$ cat config.mk
export PLATFORM = sky130hd
export DESIGN_NAME = muldiv_unit
export DESIGN_NICKNAME = d
export VERILOG_FILES = /design/src/rtl/muldiv_unit.sv
export SDC_FILE = /design/constraint.sdc
export NUM_CORES = 1
export LEC_CHECK = 0
export ABC_AREA = 1
export BUFFER_PORTS_ARGS = -buffer_cell sky130_fd_sc_hd__buf_2
export CAP_MARGIN = 5
export CORE_UTILIZATION = 39
export DETAILED_ROUTE_END_ITERATION = 7
export PLACE_DENSITY = 0.63
export REMOVE_ABC_BUFFERS = 1
export SLEW_MARGIN = 30
export SYNTH_ARGS = -nofsm -noshare
export SYNTH_HDL_FRONTEND = slang
export SYNTH_SLANG_ARGS = --single-unit
$ cat constraint.sdc
create_clock -name clk -period 4.1 [get_ports clk]
set_clock_uncertainty 0.05 [all_clocks]
set_input_delay 0.41 -clock clk [delete_from_list [all_inputs] [get_ports clk]]
set_output_delay 0.41 -clock clk [all_outputs]
set_load 0.005 [all_outputs]
$ cat src/rtl/muldiv_unit.sv
// muldiv_unit -- iterative RV32M multiply/divide unit.
//
// A radix-2 shift-add multiplier and a restoring divider share one
// 2*DATA_WIDTH accumulator and retire one bit per cycle. Division by zero and
// signed overflow bypass the iteration and complete in one cycle.
//
// Ports:
//   clk        rising-edge clock
//   reset      synchronous, active-high
//   Start      request, sampled only while idle
//   Flush      synchronous abort of the current or requested operation
//   SrcA       multiplicand / dividend
//   SrcB       multiplier / divisor
//   Operation  funct3: MUL MULH MULHSU MULHU DIV DIVU REM REMU
//   Busy       high while an operation is in flight (CALC and DONE)
//   Done       one-cycle pulse, ALUResult valid
//   ALUResult  result, held until the next Done
module muldiv_unit #(
    parameter int DATA_WIDTH    = 32,
    parameter int OPCODE_LENGTH = 3
) (
    input  logic                     clk,
    input  logic                     reset,
    input  logic                     Start,
    input  logic                     Flush,
    input  logic [DATA_WIDTH-1:0]    SrcA,
    input  logic [DATA_WIDTH-1:0]    SrcB,
    input  logic [OPCODE_LENGTH-1:0] Operation,
    output logic                     Busy,
    output logic                     Done,
    output logic [DATA_WIDTH-1:0]    ALUResult
);
    localparam int W  = DATA_WIDTH;
    localparam int CW = $clog2(DATA_WIDTH + 1);

    localparam logic [OPCODE_LENGTH-1:0] OP_MUL    = OPCODE_LENGTH'(0);
    localparam logic [OPCODE_LENGTH-1:0] OP_MULH   = OPCODE_LENGTH'(1);
    localparam logic [OPCODE_LENGTH-1:0] OP_MULHSU = OPCODE_LENGTH'(2);
    localparam logic [OPCODE_LENGTH-1:0] OP_DIV    = OPCODE_LENGTH'(4);
    localparam logic [OPCODE_LENGTH-1:0] OP_DIVU   = OPCODE_LENGTH'(5);
    localparam logic [OPCODE_LENGTH-1:0] OP_REM    = OPCODE_LENGTH'(6);
    localparam logic [OPCODE_LENGTH-1:0] OP_REMU   = OPCODE_LENGTH'(7);

    localparam logic [W-1:0] MOST_NEG = {1'b1, {(W-1){1'b0}}};

    typedef enum logic [1:0] {S_IDLE, S_CALC, S_DONE} state_t;

    state_t                   state_q, state_d;
    logic [CW-1:0]            count_q, count_d;
    logic [2*W-1:0]           acc_q, acc_d;
    logic [W-1:0]             mag_a_q, mag_a_d;
    logic [W-1:0]             mag_b_q, mag_b_d;
    logic [OPCODE_LENGTH-1:0] op_q, op_d;
    logic                     neg_q, neg_d;     // sign of product / quotient
    logic                     sa_q, sa_d;       // sign of remainder
    logic                     busy_q, busy_d;
    logic                     done_q, done_d;
    logic [W-1:0]             result_q, result_d;

    // Decode of the requested operation (used only at accept)
    logic           in_is_div, in_is_rem, in_a_signed, in_b_signed;
    logic           in_sa, in_sb, in_div_zero, in_overflow;
    logic [W-1:0]   in_mag_a, in_mag_b, fast_res;

    // One iteration of the shared datapath
    logic           q_is_div, q_is_rem;
    logic [W:0]     mul_sum;
    logic [2*W-1:0] mul_step;
    logic [W:0]     rem_sh, div_diff;
    logic [2*W-1:0] div_step;
    logic [2*W-1:0] step;
    logic [2*W-1:0] prod_fix;
    logic [W-1:0]   quot_fix, rem_fix, final_res;

    always_comb begin
        in_is_div   = Operation inside {OP_DIV, OP_DIVU, OP_REM, OP_REMU};
        in_is_rem   = (Operation == OP_REM) || (Operation == OP_REMU);
        in_a_signed = Operation inside {OP_MULH, OP_MULHSU, OP_DIV, OP_REM};
        in_b_signed = Operation inside {OP_MULH, OP_DIV, OP_REM};
        in_sa       = in_a_signed & SrcA[W-1];
        in_sb       = in_b_signed & SrcB[W-1];
        // The most negative value negates to itself, which is the correct
        // unsigned magnitude 2^(W-1).
        in_mag_a    = in_sa ? (~SrcA + 1'b1) : SrcA;
        in_mag_b    = in_sb ? (~SrcB + 1'b1) : SrcB;
        in_div_zero = in_is_div && (SrcB == '0);
        in_overflow = ((Operation == OP_DIV) || (Operation == OP_REM))
                      && (SrcA == MOST_NEG) && (SrcB == '1);
        if (in_div_zero)
            fast_res = in_is_rem ? SrcA : '1;
        else
            fast_res = in_is_rem ? '0 : SrcA;
    end

    always_comb begin
        q_is_div = op_q inside {OP_DIV, OP_DIVU, OP_REM, OP_REMU};
        q_is_rem = (op_q == OP_REM) || (op_q == OP_REMU);

        // Multiply: add multiplicand into the upper half when the multiplier
        // LSB is set, then shift right; the carry becomes the new MSB.
        mul_sum  = {1'b0, acc_q[2*W-1:W]} + {1'b0, (acc_q[0] ? mag_a_q : '0)};
        mul_step = {mul_sum, acc_q[W-1:1]};

        // Divide: shift {rem, quot} left, trial-subtract the divisor.
        rem_sh   = {acc_q[2*W-1:W], acc_q[W-1]};
        div_diff = rem_sh - {1'b0, mag_b_q};
        if (div_diff[W])
            div_step = {rem_sh[W-1:0], acc_q[W-2:0], 1'b0};
        else
            div_step = {div_diff[W-1:0], acc_q[W-2:0], 1'b1};

        step = q_is_div ? div_step : mul_step;

        // Sign correction on the final iteration's output
        prod_fix = neg_q ? (~step + 1'b1) : step;
        quot_fix = neg_q ? (~step[W-1:0] + 1'b1) : step[W-1:0];
        rem_fix  = sa_q ? (~step[2*W-1:W] + 1'b1) : step[2*W-1:W];
        if (q_is_div)
            final_res = q_is_rem ? rem_fix : quot_fix;
        else
            final_res = (op_q == OP_MUL) ? prod_fix[W-1:0] : prod_fix[2*W-1:W];
    end

    always_comb begin
        state_d  = state_q;
        count_d  = count_q;
        acc_d    = acc_q;
        mag_a_d  = mag_a_q;
        mag_b_d  = mag_b_q;
        op_d     = op_q;
        neg_d    = neg_q;
        sa_d     = sa_q;
        result_d = result_q;
        done_d   = 1'b0;

        case (state_q)
            S_IDLE: begin
                if (Start) begin
                    mag_a_d = in_mag_a;
                    mag_b_d = in_mag_b;
                    op_d    = Operation;
                    neg_d   = in_sa ^ in_sb;
                    sa_d    = in_sa;
                    // Dividend or multiplier starts in the low half
                    acc_d   = {{W{1'b0}}, (in_is_div ? in_mag_a : in_mag_b)};
                    if (in_div_zero || in_overflow) begin
                        state_d  = S_DONE;
                        count_d  = '0;
                        result_d = fast_res;
                        done_d   = 1'b1;
                    end else begin
                        state_d = S_CALC;
                        count_d = CW'(W);
                    end
                end
            end
            S_CALC: begin
                acc_d   = step;
                count_d = count_q - 1'b1;
                if (count_q == CW'(1)) begin
                    state_d  = S_DONE;
                    result_d = final_res;
                    done_d   = 1'b1;
                end
            end
            default: state_d = S_IDLE;
        endcase

        // Abort overrides everything, including an accept in the same cycle;
        // the captured operands are don't-care once idle.
        if (Flush) begin
            state_d  = S_IDLE;
            result_d = result_q;
            done_d   = 1'b0;
        end

        busy_d = (state_d != S_IDLE);
    end

    always_ff @(posedge clk) begin
        if (reset) begin
            state_q  <= S_IDLE;
            count_q  <= '0;
            acc_q    <= '0;
            mag_a_q  <= '0;
            mag_b_q  <= '0;
            op_q     <= '0;
            neg_q    <= 1'b0;
            sa_q     <= 1'b0;
            busy_q   <= 1'b0;
            done_q   <= 1'b0;
            result_q <= '0;
        end else begin
            state_q  <= state_d;
            count_q  <= count_d;
            acc_q    <= acc_d;
            mag_a_q  <= mag_a_d;
            mag_b_q  <= mag_b_d;
            op_q     <= op_d;
            neg_q    <= neg_d;
            sa_q     <= sa_d;
            busy_q   <= busy_d;
            done_q   <= done_d;
            result_q <= result_d;
        end
    end

    assign Busy      = busy_q;
    assign Done      = done_q;
    assign ALUResult = result_q;

endmodule

==> results.md <==
Cells and area:
- The final core area utilization is 46.8%.
- The count of filler cells inserted in the layout is 5137.
- The number of antenna diodes in the final layout is 0.
- The proportion of layout cells with a drive suffix above 1 is 14.6%.
- The final layout contains 3799 nets.
- The area added between synthesis and finish is 18.6%.

Clocking:
- CTS placed an instance of clkbuf_16 at the clock tree root.
- The clock input transition at the sequential cells of the worst setup and hold paths is 0.07 ns.
- The clock passes through at most 2 buffers.
- For this design, the sink count on the clock tree is 175.
- The CTS tree is yes.
- The insertion delay of the later-clocked pin in the worst-skew pair is 0.51 ns.
- The CTS buffer count is 17.
- In this run the number of H-tree levels came out at 4.

STA:
- The post-route fraction of the period consumed by the critical path is 98.9%.
- The aggregate negative setup slack is 0 ns.
- The number of failing hold endpoints at the final stage is 0.
- The number of max-slew violations in the final report is 0.
- Static timing analysis puts the maximum clock frequency at 247 MHz.
- The number of setup violations in the final report is 0.
- The final critical path time including I/O delays and setup is 4.05 ns.
- The remaining max-slew budget at the tightest pin is 34.8%.
- Setup repair after global routing could not meet its margin everywhere.
- The worst-margin pin slew is 0.977 ns.

Drt:
- The first TritonRoute pass finished after 6 iterations.
- The vias after detailed routing is 23189.
- The per-cell routed wire length is 19.8 um.
- The iteration-0 DRC count of the detailed router is 2647.
- The remaining antenna violation count is 0.
- The routed via count divided by cell count is 5.42.
- The routed design has 84.9 mm of wire.
- The number of design rule violations left after detail routing is 0.

Critical path:
- The critical setup path kind is register to register.
- The largest single stage delay on the critical path is 0.34 ns.
- Data arrives at the worst endpoint at 4.36 ns.
- The worst setup path is captured at a register.
- The largest individual stage delay along the critical path comes from the cell fa_2.
- The startpoint identified for the worst register-to-register timing path is acc_q[31].
- The worst setup path is launched from a register.
- The capture instance of the worst register-to-register path is ALUResult[30].
- The worst-path maximum fanout is 4.
- In this run the register-to-register setup slack is 0.05 ns.
- The data required time of the critical path is 4.41 ns.
- The worst-case reg-to-reg path depth is 32.
- The cell that appears most often on the critical path is nand2_2.

Synth:
- The mean post-synth cell area is 5.48 um2.
- The share of synthesized area in the top cell type comes to 21.4%.
- The synthesized instance count is 3440.
- The biggest area consumer among synthesized cells is nand2_1.
- The proportion of register bits with asynchronous set or reset after synthesis is 0%.
- The sequential cell area fraction in the yosys report is 18.6%.
- In this run, distinct cell masters in the synthesized netlist total 57.
- Sorting the synthesized cells by area gives the leading types as nand2_1, dfxtp_1, inv_1.
- The number of flops mapped to enable cells by yosys is 0.
- Synthesis inferred 175 register bits.
- The most used flip-flop cell after synthesis is dfxtp_1.
- During synthesis, Yosys emitted a total of 0 warnings.
- The synthesized netlist occupies a cell area of 18900 um2.

Status:
- The flow ran to the end, and the final reports show no timing, DRC or antenna violations.

Placed design:
- The count of buffers from port buffering is 104.
- After legalization and detailed placement, the total HPWL measured 66.5 mm.
- Routability-driven placement finished with a final weighted congestion of 1.05.

GRT:
- The global-route total usage across every layer is 33.9%.
- The global-route wire length before repair is 126 mm.
- The overall overflow remaining after global route is 0.
- The via count of the first global-routing pass came to 20710.
- The initial antenna violation count is 1.
- Entering global routing, the biggest net connects 128 pins.

Floorplan:
- Measured along the x axis, the die boundary spans 222 um.
- The initial utilization of the core area, before any placement, comes to 39.5%.
- The height of the die is 222 um.
- In this run the core area contains 80 standard-cell rows.
- The total I/O pin count is 105.
- The area of the placeable core is 47700 um2.
- The die covers 49200 um2.

Hold path:
- For hold timing, the worst endpoint is state_q[0].
- The path type of the worst min-delay path is primary input to register.
- The hold-critical path depth is 2.
- The worst hold path begins at Flush.

Pwr:
- The reported leakage power is 11.6 nW.
- Power spread over the standard cell area amounts to 274 nW/um2.
- VDD sags by at most 340 uV.

Job:
- Across the run, the number of max-cap violations was 0.
[layout by cell type, fill, tap and decap left out, types with 7 or more instances in the layout]
cell type,instances
nand3b_1,13
o21ai_1,13
nor3_1,29
xor2_1,76
a31oi_1,7
buf_2,103
or2_2,15
nor2_4,17
nand3_2,9
nor2_1,396
buf_4,217
nand2_4,8
xnor2_1,37
ha_1,65
nand4_1,32
nand2_2,52
dfxtp_1,170
nor2_2,22
nand2_1,1049
inv_1,443
nor4_1,11
o21ai_0,181
a21oi_1,276
nand3_1,248
inv_2,14
clkbuf_16,17
o211ai_1,38
[power breakdown]
part	internal [mW]	switching, mW	leakage (nW)
clock	0.946	0.826	0.288
sequential	1.80	0.0669	1.44
combinational	0.810	1.68	9.88
[state kept, by name, indices dropped and copies added, names as in the netlist]
signal and count:
acc_q 64, ALUResult 32, mag_a_q 32, mag_b_q 32, count_q 6, op_q 3
state_q 2, Busy 1, Done 1, neg_q 1, sa_q 1
[metrics by stage]
stage                     instance area (um2)  std cells  hold WS [ns]  total power, mW  setup WS (ns)
final                                   22400       4282        0.0413             6.13         0.0460
after global routing                    22400       4282        0.0444             6.42         -0.156
after floorplan                         18300       3307         0.389             3.28          -4.95
after global placement                  21200       4239         0.401             4.21         -0.146
after CTS                               22000       4277        0.0242             6.00         0.0184
after detailed placement                21300       4239         0.403             4.21         -0.232
[per-layer routing]
layer / global-route usage, % / vias to the layer above / share of wire, %
met3: 5.43 / 205 / 8.8
met1: 46.1 / 10478 / 43
met5: 0 / - / 0
met2: 50.2 / 1127 / 42
li1: - / 11379 / -
met4: 20.1 / 0 / 6.0
[cell families after synthesis]
logic type	Yosys count	share of synthesized area (%)
DFF	175	18.6
xor gates and xnor gates	116	5.39
AOI/OAI and AO/OA	559	16.0
buffers and inverters	592	12.2
and+or+nand+nor	1921	42.8
adders and majority gates	73	4.92
muxes	4	0.212
[what timing repair did]
action                     in CTS  in global routing
setup endpoints to repair      14                 30
gates resized for setup        21                 96
buffers inserted                7                  4
cloned                          0                  1
pin swaps                       7                 18
hold buffers                    0                  0
[synth_stat cells, types with 9 or more instances]
cell type,n
or2_2,15
ha_1,71
nand2_1,1077
nand3_1,254
o211ai_1,38
nor2_2,21
buf_1,13
a21oi_1,281
inv_1,447
nand3b_1,13
nor4_1,12
dfxtp_1,175
inv_2,9
nor2_1,411
o21ai_0,190
nand2_2,28
nand4_1,32
xnor2_1,37
buf_2,13
nor3_1,32
o21ai_1,9
xor2_1,79
clkbuf_1,99
[worst max-delay path by stage]
stage                     slack, ns        from  cells past startpoint             to
final                          0.05   acc_q[31]                     32  ALUResult[30]
after global routing          -0.16   acc_q[31]                     32  ALUResult[30]
after CTS                      0.02   acc_q[31]                     29  ALUResult[24]
after detailed placement      -0.23   acc_q[31]                     32  ALUResult[30]
after global placement        -0.15   acc_q[31]                     32  ALUResult[30]
after floorplan               -4.95  state_q[0]                      7      acc_q[24]
[final cells by class]
cell class	count	area, um2	area share [%]
Clock buffer	23	478	2.14
Clock inverter	8	105	0.470
Inverter	459	1730	7.71
Multi-Input combinational cell	2674	13500	60.4
Sequential cell	175	3510	15.7
Tap cell	615	769	3.44
Timing Repair Buffer	328	2270	10.1
[critical path: cells and delay by family (launching register included)]
kind                     cells  cell delay [ns]
AND/OR/NAND/NOR             21             2.14
adder cells (fa/ha/maj)      3             0.61
AO/OA/AOI/OAI                4             0.39
flip-flops                   1             0.33
buffers and inverters        3             0.20
XOR/XNOR                     1             0.19
Note: power is estimated with default switching activity, not from simulation.
